===== src/rtl/kmer_pkg.sv =====
// Shared constants, state encoding and length arithmetic for the k-mer generator sequencer.
// Lengths are handled in LEN_W bits so that a full 256-base read is representable.
package kmer_pkg;

    localparam int K          = 45;
    localparam int READ_BASES = 256;
    localparam int CNT_W      = 8;
    localparam int LEN_W      = 9;
    localparam int KMER_BITS  = 2 * K;

    typedef enum logic [2:0] {
        IDLE,
        GEN,
        CAP,
        HOLD,
        ALIGN
    } state_e;

    typedef struct packed {
        logic [LEN_W-1:0] nk;
        logic [LEN_W-1:0] pad;
    } kmer_counts_t;

    // nk k-mers per read, then pad idle shifts so nk + pad wraps the datapath counter to 0.
    function automatic kmer_counts_t calc_counts(input logic [LEN_W-1:0] len);
        kmer_counts_t c;
        c.nk  = len - LEN_W'(K - 1);
        c.pad = LEN_W'(READ_BASES) - c.nk;
        return c;
    endfunction

    function automatic logic len_legal(input logic [LEN_W-1:0] len);
        return (len >= LEN_W'(K)) && (len <= LEN_W'(READ_BASES));
    endfunction

endpackage


===== src/rtl/kmer_gen_ctrl.sv =====
// Sequencer for the kmer_gen datapath: loads a read, steps out one k-mer per
// downstream handshake, then pads shifts so the datapath counter is 0 for the next read.
module kmer_gen_ctrl
    import kmer_pkg::*;
(
    input  logic             clk,
    input  logic             reset,
    input  logic             rd_valid,
    output logic             rd_ready,
    input  logic [LEN_W-1:0] rd_len,
    output logic             kg_en_rg1,
    output logic             kg_en_shift,
    output logic             kg_en_rg2,
    output logic             kg_en_out,
    output logic             kmer_valid,
    input  logic             kmer_ready,
    output logic [CNT_W-1:0] kmer_pos,
    output logic             kmer_last,
    output logic             len_err,
    output logic             busy
);

    state_e           state_q, state_d;
    logic [CNT_W-1:0] idx_q, idx_d;
    logic [CNT_W-1:0] last_idx_q, last_idx_d;
    logic [LEN_W-1:0] pad_q, pad_d;
    logic             len_err_q, len_err_d;
    kmer_counts_t     counts;
    logic             is_last;

    assign counts  = calc_counts(rd_len);
    assign is_last = (idx_q == last_idx_q);

    // NOTE: every output and next-state value gets a default first, so no path through the case infers a latch.
    always_comb begin
        state_d     = state_q;
        idx_d       = idx_q;
        last_idx_d  = last_idx_q;
        pad_d       = pad_q;
        len_err_d   = 1'b0;
        rd_ready    = 1'b0;
        kg_en_rg1   = 1'b0;
        kg_en_shift = 1'b0;
        kg_en_rg2   = 1'b0;
        kg_en_out   = 1'b0;
        kmer_valid  = 1'b0;
        kmer_last   = 1'b0;

        unique case (state_q)
            IDLE: begin
                rd_ready = 1'b1;
                if (rd_valid) begin
                    // Datapath captures the read on this edge whatever its length.
                    kg_en_rg1 = 1'b1;
                    if (len_legal(rd_len)) begin
                        idx_d      = '0;
                        last_idx_d = CNT_W'(counts.nk - LEN_W'(1));
                        pad_d      = counts.pad;
                        state_d    = GEN;
                    end else begin
                        len_err_d = 1'b1;
                    end
                end
            end
            GEN: begin
                kg_en_rg2   = 1'b1;
                kg_en_shift = 1'b1;
                state_d     = CAP;
            end
            CAP: begin
                kg_en_out = 1'b1;
                state_d   = HOLD;
            end
            HOLD: begin
                kmer_valid = 1'b1;
                kmer_last  = is_last;
                if (kmer_ready) begin
                    idx_d   = idx_q + CNT_W'(1);
                    state_d = is_last ? ALIGN : GEN;
                end
            end
            ALIGN: begin
                kg_en_shift = 1'b1;
                pad_d       = pad_q - LEN_W'(1);
                if (pad_q <= LEN_W'(1)) begin
                    state_d = IDLE;
                end
            end
            default: state_d = IDLE;
        endcase
    end

    // NOTE: sequential state uses non-blocking assignments only; the async reset returns the sequencer to IDLE.
    always_ff @(posedge clk or negedge reset) begin
        if (!reset) begin
            state_q    <= IDLE;
            idx_q      <= '0;
            last_idx_q <= '0;
            pad_q      <= '0;
            len_err_q  <= 1'b0;
        end else begin
            state_q    <= state_d;
            idx_q      <= idx_d;
            last_idx_q <= last_idx_d;
            pad_q      <= pad_d;
            len_err_q  <= len_err_d;
        end
    end

    assign kmer_pos = idx_q;
    assign len_err  = len_err_q;
    assign busy     = (state_q != IDLE);

endmodule

===== config.mk =====
export PLATFORM = sky130hd
export DESIGN_NAME = kmer_gen_ctrl
export DESIGN_NICKNAME = d
export VERILOG_FILES = /design/src/rtl/kmer_pkg.sv /design/src/rtl/kmer_gen_ctrl.sv
export SDC_FILE = /design/constraint.sdc
export NUM_CORES = 1
export LEC_CHECK = 0
export ABC_AREA = 1
export CAP_MARGIN = 20
export CORE_MARGIN = 2
export CORE_UTILIZATION = 40
export CTS_CLUSTER_DIAMETER = 120
export DETAILED_ROUTE_END_ITERATION = 8
export PLACE_DENSITY = 0.72
export SLEW_MARGIN = 20
export SYNTH_ARGS = -nofsm -noshare
export SYNTH_HDL_FRONTEND = slang
export SYNTH_SLANG_ARGS = --single-unit

===== constraint.sdc =====
create_clock -name clk -period 3.3 [get_ports clk]
set_input_delay 0.99 -clock clk [delete_from_list [all_inputs] [get_ports clk]]
set_output_delay 0.99 -clock clk [all_outputs]
set_load 0.005 [all_outputs]

### Word level (Yosys, flattened, before mapping)

Index checks and enable logic that the tools add are counted.

* bits in registers: 29
* word-level logic and storage cells: 56
* output and inout bits: 17
* input port bits: 13

* multiplexer cells: 24
* $add $sub $neg: 5
* equality and inequality tests: 9
* order comparisons: 3
* reduce and logical (&&, ||, !) cells: 10

Operator list (count)
* 8-bit 2-to-1 mux: 3
* 9-bit 2-to-1 mux: 2
* 9-bit one-hot mux with 2 select lines: 1
* 8-bit one-hot mux with 2 select lines: 1
* 3-bit 2-to-1 mux: 5
* 3-bit one-hot mux with 5 select lines: 1
* 1-bit 2-to-1 mux: 11
* 9-bit by 6-bit >= comparator with 1-bit output (second input constant): 1
* 9-bit by 1-bit <= comparator with 1-bit output (second input constant): 1
* 9-bit <= comparator (second input constant): 1
* 9-bit by 1-bit subtractor with 9-bit output (second input constant): 1
* 9-bit by 6-bit subtractor with 9-bit output (second input constant): 1
* 9-bit subtractor (first input constant): 1
* 8-bit by 1-bit adder with 8-bit output (second input constant): 1
* 8-bit equality test: 1
* 2-bit != test (second input constant): 4
* 4-bit AND reduction: 2
* 8-bit by 1-bit subtractor with 8-bit output (second input constant): 1
* 3-bit by 2-bit equality test with 1-bit output (second input constant): 2
* 3-bit AND reduction: 2
* 2-bit nonzero test: 2
* 3-bit by 1-bit equality test with 1-bit output (second input constant): 1
* 3-bit equality test (second input constant): 1
* 3-bit zero test: 1
* 3 further kinds: 3

### Longest topological paths before layout

Gate-level depths: netlist (run 1).

* depth after elaboration: 5
* gate-level depth with buffers: 12
* gate-level depth less buffers: 12

### Least setup slack after synthesis (run 1)

Ideal clock, no wire load.

* path kind: input-to-reg
* start point: input port rd_len[1]
* end point: register idx_q[0], in the netlist kmer_pos[0]
* arrival time: 2072 ps
* setup time: 125 ps
* cell stages on the path: 12
* path buffers: 1
* setup slack: 1103 ps
* required time: 3175 ps
* cells stage by stage: inv_1 -> ha_1 -> nand2_1 -> nor2_1 -> nand2_1 -> nand2_2 -> nand2_2 -> nand2_4 -> nand3_4 -> buf_12 -> nand2_2 -> o21ai_2

* word-level cells in the longest chain between the ends: 4
* elaborated cells on any way between the ends: 5
* classes of those cells: order compare: 2; eq/ne: 1; reduce/logical: 2

Ends and longest elaborated chain
* from (decl): line kmer_gen_ctrl.sv:10 `input logic [LEN_W-1:0] rd_len,`
* 9-bit by 6-bit >= comparator with 1-bit output or 9-bit <= comparator (tied branches): line kmer_pkg.sv:33 `return (len >= LEN_W'(K)) && (len <= LEN_W'(READ_BASES));`
* 1-bit logical AND *: line kmer_pkg.sv:33
* 2-bit != test (no source line) *
* 4-bit AND reduction (no source line) *
* to (signal assigned): line kmer_gen_ctrl.sv:103 `idx_q <= idx_d;`
* to (decl): line kmer_gen_ctrl.sv:24 `logic [CNT_W-1:0] idx_q, idx_d;`

Mark *: on every way between the ends. The rest lies on a longest branch, timed or not.
A chain may end at the register's enable or synchronous reset.

### Worst setup path after layout (run 1)

* start point: input port rd_valid
* end point: output port kg_en_rg1

* word-level cells in the longest chain between the ends: 2

Ends and longest elaborated chain
* from (decl): line kmer_gen_ctrl.sv:8 `input logic rd_valid,`
* 1-bit 2-to-1 mux: line kmer_gen_ctrl.sv:52 `if (rd_valid) begin`
* 1-bit 2-to-1 mux: line kmer_gen_ctrl.sv:49 `unique case (state_q)`
* to (decl): line kmer_gen_ctrl.sv:11 `output logic kg_en_rg1,`

No other way between the ends.

==> results.json, run 1 <==
{
  "portBuffers": 29,
  "pin_count": 30,
  "yosysMostFrequentCell": "nand2_1",
  "min_period_ns": 3.136,
  "rows": 26,
  "layoutNonFillerInstCount": 424,
  "p_leak_nw": 1.327,
  "worst_pin_slew_ns": 0.3793,
  "ys.flop_type": "dfrtp_1",
  "design_area_sq_mm": 0.002646,
  "finalCoreUtilization": 0.5084,
  "critPathMaxFanout": 3,
  "endpoint_kind": "output pin",
  "setup_viol": 0,
  "rsz0062_at_grt": "no",
  "synth_cell_types": 29,
  "clkTransAtPathRegs_ns": 0.06,
  "start_util": 0.4197,
  "die_h_um": 77.90,
  "cts_root_buf": "clkbuf_8",
  "multiInputGateArea_sq_mm": 0.001242,
  "vias_per_cell": 4.679,
  "p_total_mw": 1.877,
  "fmax_mhz": 318.9,
  "final_min_period_over_clock_period": 0.9503,
  "hold-worst-slack_ns": 0.5034,
  "grt_pass1_wl_um": 8004,
  "async_flop_share": 1.000,
  "finalWirelength_um": 4423,
  "cts_resized": 0,
  "skew_ns": 0.005065,
  "antenna_found_initial": 0,
  "required_ns": 2.31,
  "synth_area_sq_mm": 0.002185,
  "power_density_mw_per_mm2": 709.1,
  "hp-class": "reg2reg",
  "synth_top_family_by_area": "simple AND/OR/NAND/NOR gates",
  "syn_area_per_cell_sq_um": 6.891,
  "synth-warning-count": 0,
  "drt-pass1-iter-count": 4,
  "hold_violations": 0,
  "core_area_sq_mm": 0.005205,
  "clk_path_buf_depth": 2,
  "first_global_vias": 1842,
  "clock-sinks": 29,
  "yosysSeqAreaShare": 0.3322,
  "timing.final.ws_setup_ns": 0.1640,
  "syn_inst": 317,
  "clk_latency_ns": 0.28,
  "pre_cts_slack_ns": 0.1546,
  "synth_common_cells": "nand2_1 (100), inv_1 (42), nor2_1 (30)",
  "drive_gt1_frac": 0.1271,
  "detail-route-antenna-nets": 0,
  "cts_made_buffers": 5,
  "crit_arrival_ns": 2.15,
  "vdd_drop_max_mv": 0.2665,
  "yosysTopAreaCell": "dfrtp_1",
  "finalSetupTns_ns": 0,
  "area_delta_synth_final_pct": 21.13,
  "die_area_sq_mm": 0.006068,
  "slew_headroom": 0.7471,
  "synth_edf_count": 0,
  "wire_per_inst_um": 10.43,
  "muxShareOfSynthArea": 0,
  "htreeDepth": 2,
  "fillerInstances": 515,
  "synth.top_cell.area_share": 0.3322,
  "synth-xor-area-share": 0.04410,
  "drv_slew": 0,
  "place_congestion": 0.8378,
  "drc": 0,
  "fp.dieW_um": 77.90,
  "synthesis.nets": 337,
  "start_kind": "input pin",
  "grt_max_degree": 30,
  "cap_violations": 0,
  "cts_hold_buf": 0,
  "vias": 1984,
  "diodes": 0,
  "synthSimpleGateAreaFrac": 0.3849,
  "cts_tree": "yes",
  "cts_setup_buffers": 0,
  "reg2reg_slack_ns": 1.68,
  "dp_hpwl_um": 3493,
  "synth_area_leaders": "dfrtp_1 (33%), nand2_1 (17%), inv_1 (7.2%)",
  "status": "finished, final reports clean",
  "dpl_cell_area_sq_mm": 0.002560,
  "place_inst": 417,
  "grt.total_usage": 0.1646,
  "drt_iter0_drc": 77,
  "seq_area_sq_um": 725.7,
  "ys_seq_elements": 29,
  "critPathKind": "in2out",
  "synth_fa_ha_area_frac": 0.04009,
  "fin_nets": 374,
  "synth_compound_area_frac": 0.09966,
  "gr-total-overflow": 0
}
[state kept, by name, summed over array words and instances (netlist names)]
register	count
pad_q	9
kmer_pos	8
last_idx_q	8
state_q	3
len_err	1
[final cells by class]
| type | count | share of cell area |
|---|---|---|
| multi-input combinational | 236 | 0.4695 |
| sequential | 29 | 0.2742 |
| timing repair buffer | 32 | 0.1182 |
| inverter | 50 | 0.07234 |
| tap | 70 | 0.03310 |
| clock buffer | 7 | 0.03262 |
[layout by cell type (no fill, tap or decap)]
master,count
nand2_1,100
inv_1,42
nor2_1,30
clkdlybuf4s50_1,29
dfrtp_1,29
nand3_1,23
o21ai_0,17
nand2_2,11
xnor2_1,7
ha_1,7
inv_2,6
o21ai_2,6
clkbuf_8,6
a21oi_1,5
xor2_1,4
o21ai_1,4
nand2_4,3
a31oi_1,3
nand3b_1,3
buf_4,3
nor3_1,2
nor2_4,2
nor2_2,2
nand3_4,2
nand4_1,2
nor2_8,1
inv_4,1
clkinv_2,1
o21bai_1,1
a21oi_2,1
clkbuf_1,1
[layer usage]
| metal | GRT usage | routed length (um) | part of all wire | up-vias |
|---|---|---|---|---|
| li1 | - | - | - | 1066 |
| met1 | 0.2150 | 2193 | 0.50 | 877 |
| met2 | 0.2647 | 2010 | 0.45 | 34 |
| met3 | 0.04070 | 151 | 0.034 | 7 |
| met4 | 0.05789 | 68 | 0.015 | 0 |
| met5 | 0 | 0 | 0 | - |
[power by group]
group	switching, mW	total (mW)	internal [mW]	leakage, nW
Clock	0.132	0.297	0.165	0.0443
Sequential	0.0950	0.580	0.485	0.372
Combinational	0.604	0.999	0.394	0.911
Total	0.832	1.88	1.04	1.33
[worst paths after layout]
kind | startpoint | endpoint | cells past startpoint
hold / removal | last_idx_q[2] | last_idx_q[2] | 2
setup reg to reg | state_q[2] | kmer_pos[6] | 10
setup / recovery | rd_valid | kg_en_rg1 | 4
hold reg to reg | last_idx_q[2] | last_idx_q[2] | 2
min in group asynchronous | reset | last_idx_q[6] | 2
max in group asynchronous | reset | last_idx_q[7] | 2
[cells by family (layout without fill, tap and decap cells)]
kind of cell    count (synthesis)  after routing
compound gates                 37             37
xor+xnor                       11             11
fa+ha+maj                       7              7
buf+inv                        52             89
flops                          29             29
simple gates                  181            181
[worst max-delay path, stage by stage]
cell	delay (ns)
clkdlybuf4s50_1	0.46
inv_1	0.08
nor2_4	0.11
clkdlybuf4s50_1	0.50
No activity file was read; power rests on OpenSTA's default activity.
==> inputs of run 2 (changes only) <==
MAX_ROUTING_LAYER = met4   (was not set)
==> results.json, run 2 (same netlist as run 1, synthesis figures left out) <==
{
  "status": "finished, final reports clean",
  "drive_gt1_frac": 0.1271,
  "finalCoreUtilization": 0.5084,
  "vdd_drop_max_mv": 0.2665,
  "clk_latency_ns": 0.28,
  "drt-pass1-iter-count": 4,
  "start_util": 0.4197,
  "portBuffers": 29,
  "crit_arrival_ns": 2.15,
  "seq_area_sq_um": 725.7,
  "grt_max_degree": 30,
  "fillerInstances": 515,
  "p_leak_nw": 1.327,
  "fin_nets": 374,
  "core_area_sq_mm": 0.005205,
  "start_kind": "input pin",
  "cap_violations": 0,
  "cts_resized": 0,
  "layoutNonFillerInstCount": 424,
  "diodes": 0,
  "cts_hold_buf": 0,
  "slew_headroom": 0.7472,
  "area_delta_synth_final_pct": 21.13,
  "drt_iter0_drc": 56,
  "worst_pin_slew_ns": 0.3793,
  "grt.total_usage": 0.1684,
  "critPathKind": "in2out",
  "largest_reg_flops": 9,
  "place_inst": 417,
  "clk_path_buf_depth": 2,
  "die_area_sq_mm": 0.006068,
  "final_cell_mix": "nand2_1 (100), inv_1 (42), nor2_1 (30)",
  "finalSetupTns_ns": 0,
  "die_h_um": 77.90,
  "fmax_mhz": 318.9,
  "detail-route-antenna-nets": 0,
  "wire_per_inst_um": 10.44,
  "p_total_mw": 1.877,
  "fp.dieW_um": 77.90,
  "cts_tree": "yes",
  "min_period_ns": 3.136,
  "multiInputGateArea_sq_mm": 0.001242,
  "skew_ns": 0.005089,
  "final_min_period_over_clock_period": 0.9503,
  "rsz0062_at_grt": "no",
  "cts_made_buffers": 5,
  "clock-sinks": 29,
  "clkTransAtPathRegs_ns": 0.06,
  "finalWirelength_um": 4426,
  "endpoint_kind": "output pin",
  "vias_per_cell": 4.677,
  "drv_slew": 0,
  "first_global_vias": 1843,
  "regMostFlops": "pad_q",
  "drc": 0,
  "gr-total-overflow": 0,
  "power_density_mw_per_mm2": 709.3,
  "pin_count": 30,
  "mostFrequentLayoutCell": "nand2_1",
  "cts_root_buf": "clkbuf_8",
  "grt_pass1_wl_um": 7997,
  "place_congestion": 0.8508,
  "vias": 1983,
  "htreeDepth": 2,
  "hold_violations": 0,
  "reg2reg_from": "state_q[2]",
  "setup_viol": 0,
  "cts_setup_buffers": 0,
  "dpl_cell_area_sq_mm": 0.002560,
  "required_ns": 2.31,
  "crit_start": "rd_valid",
  "design_area_sq_mm": 0.002646,
  "hp-class": "reg2reg",
  "min-delay-start": "last_idx_q[2]",
  "critPathMaxFanout": 3,
  "dp_hpwl_um": 3493,
  "antenna_found_initial": 0,
  "rows": 26
}
-- run 2: cell counts in the layout (fill, tap and decap cells not counted) --
Identical to the previous run, type by type.
-- run 2: layout make-up --
class	count	area share
Timing Repair Buffer	32	0.1182
Inverter	50	0.07234
Tap cell	70	0.03310
Sequential cell	29	0.2742
Multi-Input combinational cell	236	0.4695
Clock buffer	7	0.03262
-- run 2: worst paths after layout --
check                      slack (ns)  cells after the start       endpoint
min reg2reg                      0.50                      2  last_idx_q[2]
min                              0.50                      2  last_idx_q[2]
min in group asynchronous        1.10                      2  last_idx_q[6]
max in group asynchronous        1.92                      2  last_idx_q[7]
max                              0.16                      4      kg_en_rg1
max reg2reg                      1.68                     10    kmer_pos[6]
-- run 2: critical path, cell delays in order --
cell             delay [ns]
clkdlybuf4s50_1        0.46
inv_1                  0.08
nor2_4                 0.11
clkdlybuf4s50_1        0.50
-- run 2: where the power goes --
| group | switching [mW] | internal [mW] |
|---|---|---|
| Clock | 0.132 | 0.165 |
| Combinational | 0.605 | 0.394 |
| Sequential | 0.0950 | 0.485 |
-- run 2: metal layers --
layer  vias to the layer above  track usage  wire length (um)
met5                         -            -                 0
met2                        36       0.2647              2007
met3                         7      0.03721               157
met4                         0      0.05789                68
li1                       1066            -                 -
met1                       874       0.2150              2193
-- run 2: through the flow --
stage               hold slack, ns  setup WS [ns]
finish                      0.5034         0.1640
global route                0.5449        0.09909
CTS                         0.5068         0.1499
detailed placement          0.4912         0.1546
global placement            0.4882         0.1871
floorplan                   0.4693          1.103
==> inputs of run 3 (changes only) <==
PLACE_DENSITY = 0.75   (was 0.72)
clock period = 2.8 ns   (was 3.3 ns; I/O delays follow)
==> results.json, run 3 (same netlist as run 1, synthesis figures left out) <==
{
  "endpoint_kind": "output pin",
  "finalWirelength_um": 4556,
  "final_min_period_over_clock_period": 0.9500,
  "first_global_vias": 1804,
  "diodes": 0,
  "clk_latency_ns": 0.28,
  "slew_headroom": 0.7550,
  "critPathKind": "reg2out",
  "portBuffers": 29,
  "grt.total_usage": 0.1641,
  "core_area_sq_mm": 0.005205,
  "fillerInstances": 520,
  "drv_slew": 0,
  "die_h_um": 77.90,
  "cap_violations": 0,
  "crit_arrival_ns": 1.82,
  "cts_made_buffers": 5,
  "wire_per_inst_um": 10.57,
  "gr-total-overflow": 0,
  "start_kind": "flop",
  "drt_iter0_drc": 55,
  "pre_cts_slack_ns": -0.02381,
  "p_leak_nw": 1.360,
  "mostFrequentLayoutCell": "nand2_1",
  "pin_count": 30,
  "required_ns": 1.96,
  "fmax_mhz": 375.9,
  "fin_nets": 381,
  "clk_path_buf_depth": 2,
  "hold_violations": 0,
  "vias_per_cell": 4.689,
  "drc": 0,
  "regMostFlops": "pad_q",
  "fp.dieW_um": 77.90,
  "min_period_ns": 2.660,
  "p_total_mw": 2.250,
  "hp-class": "reg2reg",
  "crit_path_frequent_cell": "nor2_2",
  "skew_ns": 0.004139,
  "detail-route-antenna-nets": 0,
  "cp_top_family": "buffers and inverters",
  "cts_hold_buf": 0,
  "setup_viol": 0,
  "layoutNonFillerInstCount": 431,
  "start_util": 0.4197,
  "power_density_mw_per_mm2": 830.8,
  "vdd_drop_max_mv": 0.3506,
  "die_area_sq_mm": 0.006068,
  "worst_pin_slew_ns": 0.3675,
  "drive_gt1_frac": 0.1607,
  "timing.final.ws_setup_ns": 0.1399,
  "rows": 26,
  "finalCoreUtilization": 0.5202,
  "cts_tree": "yes",
  "clkTransAtPathRegs_ns": 0.06,
  "crit_slowest_cell": "clkdlybuf4s50_1",
  "place_inst": 419,
  "cts_root_buf": "clkbuf_8",
  "antenna_found_initial": 0,
  "area_delta_synth_final_pct": 23.94,
  "final_cell_mix": "nand2_1 (100), inv_1 (42), nor2_1 (28), clkdlybuf4s50_1 (28), dfrtp_1 (25)",
  "dp_hpwl_um": 3562,
  "grt_pass1_wl_um": 7886,
  "vias": 2021,
  "drt-pass1-iter-count": 4,
  "status": "finished, final reports clean",
  "htreeDepth": 2,
  "crit_path_max_incr_delay_ns": 0.52,
  "critPathMaxFanout": 6,
  "largest_reg_flops": 9,
  "place_congestion": 0.8571,
  "crit_buf_inv": 1,
  "clock-sinks": 29,
  "path_cells": "xnor2_1, nand3_1, nor2_2, nand2_1, nor2_2, clkdlybuf4s50_1",
  "grt_max_degree": 30
}
[run 3: cell types whose count changed in the layout (fill, tap and decap cells not counted), sizes merged]
cell           previous run  this run
clkdlybuf4s50            29        28
buf                       3        10
dlygate4sd2               0         1
[run 3: final cells by class]
class	instances	area (sq um)	area share
inverters	50	191.4	0.07070
clock buffers	7	86.33	0.03189
flip-flops and latches	29	730.7	0.2699
multi-input cells	236	1247	0.4607
repair buffers	39	364.1	0.1345
well taps	70	87.58	0.03235
[run 3: where the power goes]
group | switching, mW | internal, mW
clock network | 0.151 | 0.195
logic | 0.737 | 0.482
registers | 0.112 | 0.574
total | 0.999 | 1.25
[run 3: timing repair]
action | 4_1_cts | 5_1_grt
setup buffers | 0 | 5
endpoints found under the setup margin | 1 | 1
resized for setup | 1 | 6
pin swaps | 0 | 1
[run 3: layer usage]
| metal | wire length [um] | part of all wire | GRT usage | up-vias |
|---|---|---|---|---|
| met1 | 2193 | 0.48 | 0.2113 | 897 |
| met2 | 2114 | 0.46 | 0.2603 | 46 |
| li1 | - | - | - | 1072 |
| met3 | 188 | 0.041 | 0.03372 | 6 |
| met5 | 0 | 0 | - | - |
| met4 | 59 | 0.013 | 0.05088 | 0 |
[run 3: tightest hold or removal path, stage by stage, from the launching register on]
cell	delay, ns
dfrtp_1	0.36
nand2_1	0.06
nand2_1	0.05
[run 3: final timing paths]
kind                             start  slack (ns)           to  depth (start not counted)
max in group asynchronous        reset        1.56  kmer_pos[5]                          2
min in group asynchronous        reset        0.96  kmer_pos[2]                          2
hold reg to reg               pad_q[5]        0.51     pad_q[5]                          2
setup / recovery           kmer_pos[2]        0.14    kmer_last                          6
hold / removal                pad_q[5]        0.51     pad_q[5]                          2
setup reg to reg            state_q[2]        1.11  kmer_pos[6]                         11
[run 3: stage by stage]
stage          TNS [ns]  area (sq um)  hold WS [ns]
3_3_place_gp          0          2575        0.4881
4_1_cts               0          2660        0.5128
3_5_place_dp   -0.02381          2575        0.4925
2_1_floorplan         0          2185        0.4693
6_report              0          2708        0.5059
5_1_grt        -0.02246          2708        0.5257
==> patch (settings of run 2) <==
Re-encode `state_e` (5 states) as one-hot, 5 bits wide.
--- a/src/rtl/kmer_pkg.sv
+++ b/src/rtl/kmer_pkg.sv
@@ -9,10 +9,10 @@
     localparam int KMER_BITS  = 2 * K;
 
-    typedef enum logic [2:0] {
-        IDLE,
-        GEN,
-        CAP,
-        HOLD,
-        ALIGN
+    typedef enum logic [4:0] {
+        IDLE  = 5'b00001,
+        GEN   = 5'b00010,
+        CAP   = 5'b00100,
+        HOLD  = 5'b01000,
+        ALIGN = 5'b10000
     } state_e;
 
Formal check against the unedited RTL: same outputs for any inputs over 10 cycles, from zero or initial values and one cycle with reset low; not proved beyond that.
==> patch against run 2 <==
  * Synthesized area up 0.86%
  * Die area increased by 0.82%
  * Largest power group unchanged
  * Wire length increased by 7.1%
  * Total power fell by 15%
  * Synthesized cell count decreased by 1.3%
  * Design area rose by 1.3%
  * Highest routed layer unchanged
  * Critical endpoint is now kmer_last
  * Setup slack better by 0.21 ns
  * Sequential cell count increased by 2
  * First-iteration DRC count is 120% higher
==> patch: results <==
set metrics [dict create \
    routed_wl_um 4741 \
    max_slew_margin_pct 73.75 \
    yosysSeqAreaShare_pct 35.26 \
    synth_area_leaders "dfrtp_1 (34%), nand2_1 (16%), inv_1 (8.5%), o21ai_0 (5.7%), nand3_1 (5.5%)" \
    synth-async-reset-ratio_pct 100.0 \
    fillers 531 \
    syn_nets 333 \
    synth_commonest_cells "nand2_1 (92), inv_1 (50), dfrtp_1 (30), nor2_1 (29), o21ai_0 (25)" \
    gp_congestion 0.9201 \
    worstPathArrival_ns 1.94 \
    synth_xor_area_share_pct 3.975 \
    cts_root_buffer "clkbuf_8" \
    hpwl_um 3776 \
    syn_inst 313 \
    switchingPower_w 0.0006446 \
    pg_seq_w 0.000607 \
    grt_pass1_vias 1964 \
    dp_slack_ns 0.05915 \
    status "finished clean" \
    grt_max_degree 32 \
    place_area_um2 2597 \
    pwr-share-seq_pct 38.1 \
    power.leakage_nw 1.321 \
    drive_gt1_share_pct 7.670 \
    track_usage_pct 18.00 \
    clock_skew_ns 0.007361 \
    powerComb_w 0.000708 \
    irDropWorstVdd_mv 0.2600 \
    synth_cell_types 30 \
    vias_per_cell 4.870 \
    drtIter0Drc 123 \
    cts_resized 0 \
    path_max_fanout 8 \
    synthAdderAreaFrac_pct 3.975 \
    grt_pass1_wl_um 8507 \
]
==> patch: cell types whose count changed in the layout (fill, tap and decap cells not counted), sizes merged, moves of 2 or more <==
| cell | delta |
|---|---|
| o211ai | +3 |
| nand3b | -2 |
| o31ai | +2 |
| xnor2 | -2 |
| nand4 | +8 |
| nand2 | -20 |
| a21oi | +2 |
| inv | +3 |
| nand3 | +2 |
| a31oi | -3 |
==> patch: logic make-up (layout without fill, tap and decap cells) <==
family / Yosys count / in the layout
buf+inv: 54 / 93
flops: 31 / 31
xor+xnor: 10 / 10
fa+ha+maj: 7 / 7
compound gates: 42 / 42
simple gates: 169 / 169
==> patch: final cells by class <==
type | count | area (µm²) | area share (%)
multi-input combinational | 228 | 1215 | 45.33
sequential | 31 | 777.0 | 28.99
timing repair buffer | 33 | 322.8 | 12.04
inverter | 52 | 195.2 | 7.283
tap | 72 | 90.09 | 3.361
clock buffer | 8 | 80.08 | 2.988
==> patch: per-layer routing <==
| metal | global-route usage [%] | up-vias | wire length [µm] | share of wire, % |
|---|---|---|---|---|
| met5 | - | - | 0 | 0 |
| met4 | 7.719 | 0 | 109 | 2.3 |
| met3 | 2.414 | 11 | 193 | 4.1 |
| met2 | 29.14 | 43 | 2273 | 48 |
| met1 | 22.72 | 936 | 2164 | 46 |
| li1 | - | 1075 | - | - |
==> patch: worst paths after layout <==
kind | from | slack, ns | cells after the start | to
setup / recovery | state_q[4] | 0.37 | 6 | kmer_last
hold / removal | last_idx_q[0] | 0.51 | 2 | last_idx_q[0]
setup reg to reg | state_q[0] | 1.60 | 8 | pad_q[6]
hold reg to reg | last_idx_q[0] | 0.51 | 2 | last_idx_q[0]
max in group asynchronous | reset | 1.87 | 2 | state_q[0]
min in group asynchronous | reset | 1.10 | 2 | pad_q[8]
